`config.mk`:
```
export PLATFORM = sky130hd
export DESIGN_NAME = queen_board_encoder_flat
export DESIGN_NICKNAME = d
export VERILOG_FILES = /design/src/rtl/queen_board_encoder_if.sv /design/src/rtl/queen_board_encoder.sv /design/src/flat_wrapper.sv
export SDC_FILE = /design/constraint.sdc
export NUM_CORES = 1
export LEC_CHECK = 0
export CAP_MARGIN = 20
export CORE_MARGIN = 10
export CORE_UTILIZATION = 54
export CTS_BUF_LIST = sky130_fd_sc_hd__clkbuf_8
export DETAILED_ROUTE_END_ITERATION = 8
export GPL_TIMING_DRIVEN = 0
export MAX_ROUTING_LAYER = met4
export PLACE_DENSITY = 0.89
export SETUP_SLACK_MARGIN = 0.2
export SLEW_MARGIN = 10
export SYNTH_ARGS = -nofsm -noshare
export SYNTH_HDL_FRONTEND = slang
export SYNTH_SLANG_ARGS = --single-unit
```
`constraint.sdc`:
```
create_clock -name clk -period 3.4 [get_ports clk]
set_clock_uncertainty 0.15 [all_clocks]
set_input_delay 0.68 -clock clk [delete_from_list [all_inputs] [get_ports clk]]
set_output_delay 0.68 -clock clk [all_outputs]
set_load 0.02 [all_outputs]
```
`src/rtl/queen_board_encoder_if.sv`:
```
// Row-result stream from the board encoder to the checker/display path.
// The master presents one encoded row per valid/ready handshake.
interface queen_board_encoder_if #(
    parameter int COLW = 3
);
    logic            col_valid;
    logic            col_ready;
    logic [COLW-1:0] row_idx;
    logic [COLW-1:0] col_idx;
    logic            row_err;

    modport master (
        output col_valid,
        output row_idx,
        output col_idx,
        output row_err,
        input  col_ready
    );

    modport slave (
        input  col_valid,
        input  row_idx,
        input  col_idx,
        input  row_err,
        output col_ready
    );
endinterface

```
`src/rtl/queen_board_encoder.sv`:
```
// Encodes a latched 8x8 one-hot queen board into per-row column indices,
// streams them out one row per handshake and packs them into a position word.
module queen_board_encoder #(
    parameter int ROWS = 8,
    parameter int COLW = 3
) (
    input  logic                   clk,
    input  logic                   rst_n,
    input  logic                   start,
    input  logic [ROWS*ROWS-1:0]   board,
    output logic                   busy,
    output logic                   done,
    output logic [ROWS*COLW-1:0]   positions,
    output logic                   board_ok,
    queen_board_encoder_if.master  col_bus
);

    typedef enum logic [1:0] {
        IDLE = 2'd0,
        EMIT = 2'd1,
        DONE = 2'd2
    } state_t;

    localparam logic [ROWS-1:0] ONE      = ROWS'(1);
    localparam logic [COLW-1:0] LAST_ROW = COLW'(ROWS - 1);

    state_t                 state_reg, state_next;
    logic [COLW-1:0]        row_reg, row_next;
    logic [ROWS*ROWS-1:0]   board_reg, board_next;
    logic [ROWS*COLW-1:0]   positions_reg, positions_next;
    logic                   acc_reg, acc_next;
    logic                   ok_reg, ok_next;

    logic [COLW-1:0]        row_col [ROWS];
    logic [ROWS-1:0]        row_bad;
    logic [COLW-1:0]        cur_col;
    logic                   cur_err;
    logic                   emit;

    // Every latched row is decoded in parallel; the current row is then muxed out.
    for (genvar gi = 0; gi < ROWS; gi++) begin : g_row
        logic [ROWS-1:0] row_byte;
        logic [COLW-1:0] enc;

        assign row_byte = board_reg[gi*ROWS +: ROWS];

        // Scanning from the top down leaves the lowest set bit as the winner.
        always_comb begin
            enc = '0;
            for (int c = ROWS - 1; c >= 0; c--) begin
                if (row_byte[c]) begin
                    enc = COLW'(c);
                end
            end
        end

        assign row_col[gi] = enc;
        assign row_bad[gi] = (row_byte == '0) || ((row_byte & (row_byte - ONE)) != '0);
    end

    assign cur_col = row_col[row_reg];
    assign cur_err = row_bad[row_reg];
    assign emit    = (state_reg == EMIT);

    always_ff @(posedge clk or negedge rst_n) begin
        if (!rst_n) begin
            state_reg     <= IDLE;
            row_reg       <= '0;
            board_reg     <= '0;
            positions_reg <= '0;
            acc_reg       <= 1'b0;
            ok_reg        <= 1'b0;
        end else begin
            state_reg     <= state_next;
            row_reg       <= row_next;
            board_reg     <= board_next;
            positions_reg <= positions_next;
            acc_reg       <= acc_next;
            ok_reg        <= ok_next;
        end
    end

    always_comb begin
        state_next     = state_reg;
        row_next       = row_reg;
        board_next     = board_reg;
        positions_next = positions_reg;
        acc_next       = acc_reg;
        ok_next        = ok_reg;

        case (state_reg)
            IDLE: begin
                if (start) begin
                    board_next = board;
                    row_next   = '0;
                    acc_next   = 1'b0;
                    state_next = EMIT;
                end
            end
            EMIT: begin
                if (col_bus.col_ready) begin
                    positions_next[row_reg*COLW +: COLW] = cur_col;
                    acc_next = acc_reg | cur_err;
                    if (row_reg == LAST_ROW) begin
                        // Include the final row's error, which is not yet in acc_reg.
                        ok_next    = ~(acc_reg | cur_err);
                        state_next = DONE;
                    end else begin
                        row_next = row_reg + COLW'(1);
                    end
                end
            end
            DONE: begin
                state_next = IDLE;
            end
            default: begin
                state_next = IDLE;
            end
        endcase
    end

    assign col_bus.col_valid = emit;
    assign col_bus.row_idx   = emit ? row_reg : '0;
    assign col_bus.col_idx   = emit ? cur_col : '0;
    assign col_bus.row_err   = emit & cur_err;

    assign busy      = (state_reg != IDLE);
    assign done      = (state_reg == DONE);
    assign positions = positions_reg;
    assign board_ok  = ok_reg;

endmodule

```
`src/flat_wrapper.sv`:
```
// flat-port wrapper written by rule: the top's interface ports become plain ports
module queen_board_encoder_flat 
#(
    parameter int ROWS = 8,
    parameter int COLW = 3
)
  (clk, rst_n, start, board, busy, done, positions, board_ok, col_bus_col_valid, col_bus_row_idx, col_bus_col_idx, col_bus_row_err, col_bus_col_ready);
  queen_board_encoder_if #(.COLW(COLW)) col_bus_i ();
  input  logic clk;
  input  logic rst_n;
  input  logic start;
  input  logic [ROWS*ROWS-1:0] board;
  output logic busy;
  output logic done;
  output logic [ROWS*COLW-1:0] positions;
  output logic board_ok;
  output wire logic [$bits(col_bus_i.col_valid)-1:0] col_bus_col_valid;
  output wire logic [$bits(col_bus_i.row_idx)-1:0] col_bus_row_idx;
  output wire logic [$bits(col_bus_i.col_idx)-1:0] col_bus_col_idx;
  output wire logic [$bits(col_bus_i.row_err)-1:0] col_bus_row_err;
  input wire logic [$bits(col_bus_i.col_ready)-1:0] col_bus_col_ready;
  assign col_bus_col_valid = col_bus_i.col_valid;
  assign col_bus_row_idx = col_bus_i.row_idx;
  assign col_bus_col_idx = col_bus_i.col_idx;
  assign col_bus_row_err = col_bus_i.row_err;
  assign col_bus_i.col_ready = col_bus_col_ready;
  queen_board_encoder #(.ROWS(ROWS), .COLW(COLW)) u_core (.clk(clk), .rst_n(rst_n), .start(start), .board(board), .busy(busy), .done(done), .positions(positions), .board_ok(board_ok), .col_bus(col_bus_i));
endmodule
```
==> metrics.md, run 1 <==
| Metric | Value |
|---|---|
| Die Y-Extent | 117.5 um |
| Setup repair after global routing missed its margin | yes |
| Routed Antenna Nets | 0 |
| Largest net degree at the start of global routing | 66 |
| Top delay family on crit path | compound AO/OA/AOI/OAI gates |
| EDFF count, synth | 0 |
| Min Tclk post-route | 3.448 ns |
| Primary FF master, synth | dfrtp_1 |
| N_diodes | 0 |
| Hold_buf cts | 0 |
| Vias in the first global route | 4,865 |
| Synth async-reset ratio | 1.000 |
| Worst slew pin tran | 0.7210 ns |
| Final Net Count | 696 |
| Top Ports | 103 |
| Register area share after synthesis | 0.4630 |
| CTS Sinks | 95 |
| CTS tree | done |
| Placed wire-length estimate | 10,480 um |
| Syn Inst Count | 493 |
| Gr usage total | 0.2072 |
| Starting DRT DRC Count | 441 |
| Avg Cell Area, Syn | 10.42 um^2 |
| Core Util, Final | 0.7322 |
| CP startpoint kind | register |
| Tcrit/Tclk final | 1.014 |
| Setup CP Type | reg -> out |
| Outcome | finished with violations |
| Routed wire length | around 15,000 um |
| Worst-Skew Late Latency | 0.38 ns |
| Final Hold Slack | 0.08233 ns |
| Net Count, Synth | 566 |
| Die span in x | 117.5 um |
| Worst vdd ir | between 400 and 500 uV |
| Leak pwr | 2.741 nW |
| # Max-Cap Violations | 0 |
| Final-report max-slew violation count | 0 |
| Post-DR wirelength/cell | 19.31 um |
| Worst path cell trace | or4_1 -> a21o_1 -> and3_1 -> o21ai_0 -> a211oi_1 -> a221oi_2 -> nor2_1 -> buf_4 |
| Top cells by count, synth | dfrtp_1 (95), mux2_2 (50), nor2_1 (48) |
| Largest cells by area after synthesis | dfrtp_1 (46%), mux2_2 (11%), mux2_1 (3.5%), nor2_1 (3.5%), nand2_1 (2.6%) |
| Setup-failing EPs final | 1 |
| Num rows | 35 |
| Top cell type's share of synthesized area | 0.4630 |
| Clock Tree Buf Depth | 2 |
| Core area | slightly above 9000 um^2 |
| Reg clk slew, reported paths | 0.10 ns |
| Starting Density | 0.5557 |
| First-pass GRT wire length | 23,350 um |
| Element type at the critical path end | output port |
| CP Buf/Inv Count | 1 |
| Overflow after GRT | 0 |
| Hold Vio Cnt, Final | 0 |
| Achievable Freq | 0.2900 GHz |
| Clk root buf | clkbuf_8 |
| Setup_tns | -0.04786 ns |
| FILL cells | 628 |
| Yosys top cell by area | dfrtp_1 |
| Slowest CP cell | or4_1 |
| Pwr dens | 987.9 nW/um^2 |
| Slowest stage delay, CP | 0.58 ns |
| Htree depth | 3 |
| Initial antenna violation count | 0 |
| Failing checks | setup timing |
| Vias | 4,606 |
| Cell with the most instances after synthesis | dfrtp_1 |
| WP data arrival | between 2 and 3 ns |
| Critical Path RT | about 2.6 ns |
| GP Congestion | 0.9251 |
| Max reg flops | 64 |
| Synth warn | 0 |
| Via density | 6.085 |
| Slew headroom | 0.5149 |
| DRT Pass-1 Iters | 5 |
| Crit Path Max Fanout | 7 |
| Synthesized area | 5135 um^2 |
| Layout cells sized above 1 | 0.2022 |
| Yosys reg bits | 95 |
| Input/output buffers | 102 |
| Worst setup margin | -0.04786 ns |
| Worst hold path class | in -> async |
| P&R area growth vs syn | 31.75% |
| Die ar. | around 14,000 um^2 |
| TritonCTS Buffers | 9 |
| Residual DRC count | 0 |
| Yosys cell types | 62 |
power breakdown:
part | total (mW) | switching, mW | internal [mW]
clock network | 0.762 | 0.419 | 0.343
registers | 2.34 | 0.686 | 1.65
logic | 3.58 | 1.86 | 1.72
total | 6.68 | 2.97 | 3.72
layer usage:
metal  share of wire  vias up  GRT usage
met4           0.040        0     0.1074
met1            0.41     2224     0.2353
met3           0.056       63    0.04221
met2            0.49      241     0.3392
met5               0        -          -
li1                -     2078          -
path summary, 6_finish.rpt:
kind	start	endpoint	slack, ns	depth (start not counted)
hold reg to reg	u_core.state_reg[1]	u_core.state_reg[0]	0.33	1
setup reg to reg	u_core.state_reg[0]	u_core.board_reg[56]	0.68	6
min in group clk	u_core.state_reg[1]	u_core.state_reg[0]	0.33	1
setup / recovery	u_core.board_reg[26]	col_bus_row_err	-0.05	8
hold / removal	rst_n	u_core.board_reg[19]	0.08	1
max in group asynchronous	rst_n	u_core.board_reg[40]	2.33	2
layout by cell type (no fill, tap or decap), types with 6 or more instances in the layout:
cell type and count:
nand3_1 6, and2_1 6, clkbuf_8 9, a21oi_1 14, nor4b_1 6, dfrtp_2 6, maj3_1 7, o31ai_1 11
o21ai_1 7, nand2b_1 7, o21bai_1 8, inv_1 16, nor3_1 18, nand2_1 34, buf_4 23, dfrtp_1 89
o21ai_0 23, a22o_1 8, buf_1 6, clkdlybuf4s50_1 97, nor2_1 46, mux2_1 16, mux2_2 50
worst reg2reg max path: stages (launching register included):
cell,delay (ns)
dfrtp_1,0.45
nor2_1,0.22
and2_1,0.19
clkbuf_1,0.20
buf_1,0.43
buf_1,0.58
mux2_1,0.39
logic make-up after synthesis:
group | after synthesis | share of synthesized area
DFF | 95 | 0.4630
buffers and inverters | 37 | 0.03338
AOI/OAI and AO/OA | 110 | 0.1486
muxes | 68 | 0.1496
xor gates and xnor gates | 7 | 0.01194
adders and majority gates | 12 | 0.02583
and+or+nand+nor | 164 | 0.1676
metrics by stage:
stage                     power [mW]  std cells  cell area, um^2  worst slack, ns
after global routing           7.094        757             6765          -0.1509
after global placement         5.304        724             6317           -1.848
after detailed placement       5.499        725             6342          -0.4290
after floorplan                4.326        493             5135           0.4630
final                          6.684        757             6765         -0.04786
after CTS                      6.451        754             6680         -0.01778
layout make-up:
cell class / instances / area (um^2) / area share
clock inverters: 7 / 72.57 / 0.01073
flip-flops and latches: 95 / 2385 / 0.3525
repair buffers: 119 / 1151 / 0.1701
plain buffers: 19 / 110.1 / 0.01628
multi-input cells: 361 / 2691 / 0.3978
well taps: 129 / 161.4 / 0.02386
clock buffers: 9 / 123.9 / 0.01831
inverters: 18 / 70.07 / 0.01036
timing repair:
action	in CTS	in global routing
endpoints found under the setup margin	4	4
cloned	0	0
setup buffers	13	3
gates resized for setup	27	22
pin swaps	8	5
No activity file was read; power rests on OpenSTA's default activity.
==> run 2: changes to the inputs <==
CORE_UTILIZATION = 45   (was 54)
PLACE_DENSITY = 0.77   (was 0.89)
==> run 2 against run 1 <==
  * The run still ends with setup timing left
  * Count of clock-buffer cells in the layout increased by 2
  * Sequential share of layout area decreased by 0.27 points
  * Core utilization down 11 points
  * Sequential power about the same
  * Routed wire length shrank 2.5%
  * Largest cell class unchanged
==> metrics.md, run 2 (synthesized netlist as in run 1, its figures left out) <==
| Metric | Value |
|---|---|
| Outcome | finished with violations |
| Failing checks | setup timing |
| Setup CP Type | reg -> out |
| Slowest stage delay, CP | 0.58 ns (about the same) |
| Most frequent cells in the layout | clkdlybuf4s50_1 (97), dfrtp_1 (86), mux2_2 (50), nor2_1 (47), nand2_1 (35) |
| Flop pwr share | 0.348 (-0.002) |
| Clk root buf | clkbuf_8 |
| Tcrit/Tclk final | 1.013 (-0.001215) |
| Clock Tree Buf Depth | 2 (unchanged) |
| Setup repair after global routing missed its margin | yes |
| Reg clk slew, reported paths | 0.09 ns (about the same) |
| Residual DRC count | 0 (unchanged) |
| Initial antenna violation count | 0 (unchanged) |
| Routed wire length | 14,260 um (-2.5%) |
| Slowest CP cell | or4_4 |
| CTS Sinks | 95 (unchanged) |
| Worst path cell trace | or4_4 -> xnor2_1 -> nor4_1 -> or3_1 -> a31oi_1 -> a221oi_4 -> nor2_1 -> buf_4 |
| Min Tclk post-route | 3.444 ns (-0.004131 ns) |
| Top Ports | 103 (unchanged) |
| Via density | 5.797 (-4.7%) |
| Logic pwr share | 0.537 (about the same) |
| Achievable Freq | 0.2904 GHz (+0.12%) |
| Overflow after GRT | 0 (unchanged) |
| Die span in x | 126.8 um (+7.9%) |
| Layout cells sized above 1 | 0.2118 (+0.009554) |
| Clock Power Share | 0.115 (about the same) |
| Final-report max-slew violation count | 0 (unchanged) |
| DRT Pass-1 Iters | 5 (unchanged) |
| Worst vdd ir | 622.2 uV (+42%) |
| Worst slew pin tran | 0.7819 ns (+0.06088 ns) |
| Num rows | 38 (+8.6%) |
| Htree depth | 3 (unchanged) |
| Starting DRT DRC Count | 328 (-26%) |
| N_diodes | 0 (unchanged) |
| CP startpoint kind | register |
| Final Power | 6.743 mW (+0.89%) |
| Hold Vio Cnt, Final | 0 (unchanged) |
| Die ar. | 16,080 um^2 (+16%) |
| Post-DR wirelength/cell | 18.56 um (-3.9%) |
| TritonCTS Buffers | 9 (unchanged) |
| Starting Density | 0.4675 (-0.08819) |
| Critical Path RT | 2.57 ns (about the same) |
| # Max-Cap Violations | 0 (unchanged) |
| Internal Power | 3.841 mW (+3.4%) |
| Largest net degree at the start of global routing | 51 (-23%) |
| Switching part of the total | 0.4303 (-0.01368) |
| Final Hold Slack | 0.1640 ns (+0.08168 ns) |
| Crit Path Max Fanout | 6 (-1) |
| R2R Path End | u_core.board_ok |
| WP data arrival | 2.61 ns (about the same) |
| Element type at the critical path end | output port |
| Reg2Reg Setup Slack | 0.59 ns (-0.09 ns) |
| Commonest non-fill, non-tap cell in the layout | clkdlybuf4s50_1 |
| Slew headroom | 0.4740 (-0.04096) |
| Die Y-Extent | 126.8 um (+7.9%) |
| Pwr dens | 987.6 nW/um^2 (about the same) |
| Max reg flops | 64 (unchanged) |
| Vias | 4,452 (-3.3%) |
| Vias in the first global route | 4,467 (-8.2%) |
| Final Net Count | 696 (unchanged) |
| Routed Antenna Nets | 0 (unchanged) |
| Placed wire-length estimate | 10,450 um (-0.24%) |
| Leak pwr | 2.748 nW (+0.28%) |
| Worst r2r path cells | 10 (+4) |
| Core area | 10,980 um^2 (+19%) |
| First-pass GRT wire length | 22,600 um (-3.2%) |
| GP Congestion | 0.8703 (-5.9%) |
| Gr usage total | 0.1750 (-0.03222) |
| Worst setup margin | -0.04373 ns (+0.004131 ns) |
| P&R area growth vs syn | 32.97% |
| Worst hold path class | in -> async |
| FILL cells | 893 (+42%) |
| Setup-failing EPs final | 1 (unchanged) |
| Switching pwr | 2.902 mW (-2.2%) |
| Input/output buffers | 102 (unchanged) |
| Worst flop-to-flop path startpoint | u_core.board_reg[59] |
| Worst-Skew Late Latency | 0.37 ns (about the same) |
| CTS tree | done |
## run 2: cell types whose count changed in the layout (fill, tap and decap cells not counted), sizes merged
| cell | change |
|---|---|
| clkinv | +1 |
| inv | -3 |
| buf | +2 |
## run 2: cell type report
type | instances | area, um^2 | area share
inverter | 18 | 67.56 | 0.009896
multi-input combinational | 361 | 2718 | 0.3980
tap | 140 | 175.2 | 0.02566
clock inverter | 5 | 56.30 | 0.008246
timing repair buffer | 119 | 1154 | 0.1690
buffer | 19 | 117.6 | 0.01723
clock buffer | 11 | 151.4 | 0.02217
sequential | 95 | 2389 | 0.3498
## run 2: routing by layer
metal / vias up / share of wire / GRT usage / wire, um
met1: 2180 / 0.46 / 0.2281 / 6522
met2: 176 / 0.47 / 0.2740 / 6674
met3: 15 / 0.064 / 0.03582 / 911
li1: 2081 / - / - / -
met4: 0 / 0.010 / 0.04019 / 146
met5: - / 0 / - / 0
## run 2: timing repair
action	4_1_cts	5_1_grt
hold buffers	0	0
endpoints found under the setup margin	4	4
setup buffers	12	4
resized for setup	34	23
pin swaps	8	12
## run 2: power groups by stage
stage	combinational [mW]	sequential [mW]	clock, mW
after detailed placement	3.17	2.34	0
after CTS	3.41	2.31	0.790
after floorplan	2.03	2.29	0
after global routing	3.93	2.44	0.833
after global placement	3.07	2.28	0
final	3.62	2.35	0.775
## run 2: how the worst max path moves through the flow
stage                     slack [ns]              endpoint  cells past startpoint                  from
after floorplan                 0.46       col_bus_row_err                      7  u_core.board_reg[43]
after global placement         -1.93  u_core.board_reg[39]                      1                 rst_n
after detailed placement       -0.53       col_bus_row_err                      8  u_core.board_reg[42]
after CTS                      -0.04       col_bus_row_err                      8   u_core.board_reg[3]
after global routing           -0.12       col_bus_row_err                      7  u_core.board_reg[59]
final                          -0.04       col_bus_row_err                      8  u_core.board_reg[59]
## run 2: metrics by stage
stage               setup slack [ns]  setup TNS (ns)  cell area [um^2]    util  std cells
floorplan                     0.4630               0              5135       -        493
global placement              -1.934         -184.00              6331  0.5764        735
detailed placement           -0.5268          -1.123              6356  0.5787        736
CTS                         -0.04036        -0.04036              6715  0.6114        764
global route                 -0.1170         -0.1170              6828  0.6217        768
finish                      -0.04373        -0.04373              6828  0.6217        768
## run 2: critical path, delay by kind of cell, from the launching register on
| family | cells | cell delay, ns |
|---|---|---|
| AOI/OAI and AO/OA | 2 | 0.43 |
| xor gates and xnor gates | 1 | 0.17 |
| buffers and inverters | 1 | 0.15 |
| DFF | 1 | 0.44 |
| and+or+nand+nor | 4 | 1.07 |
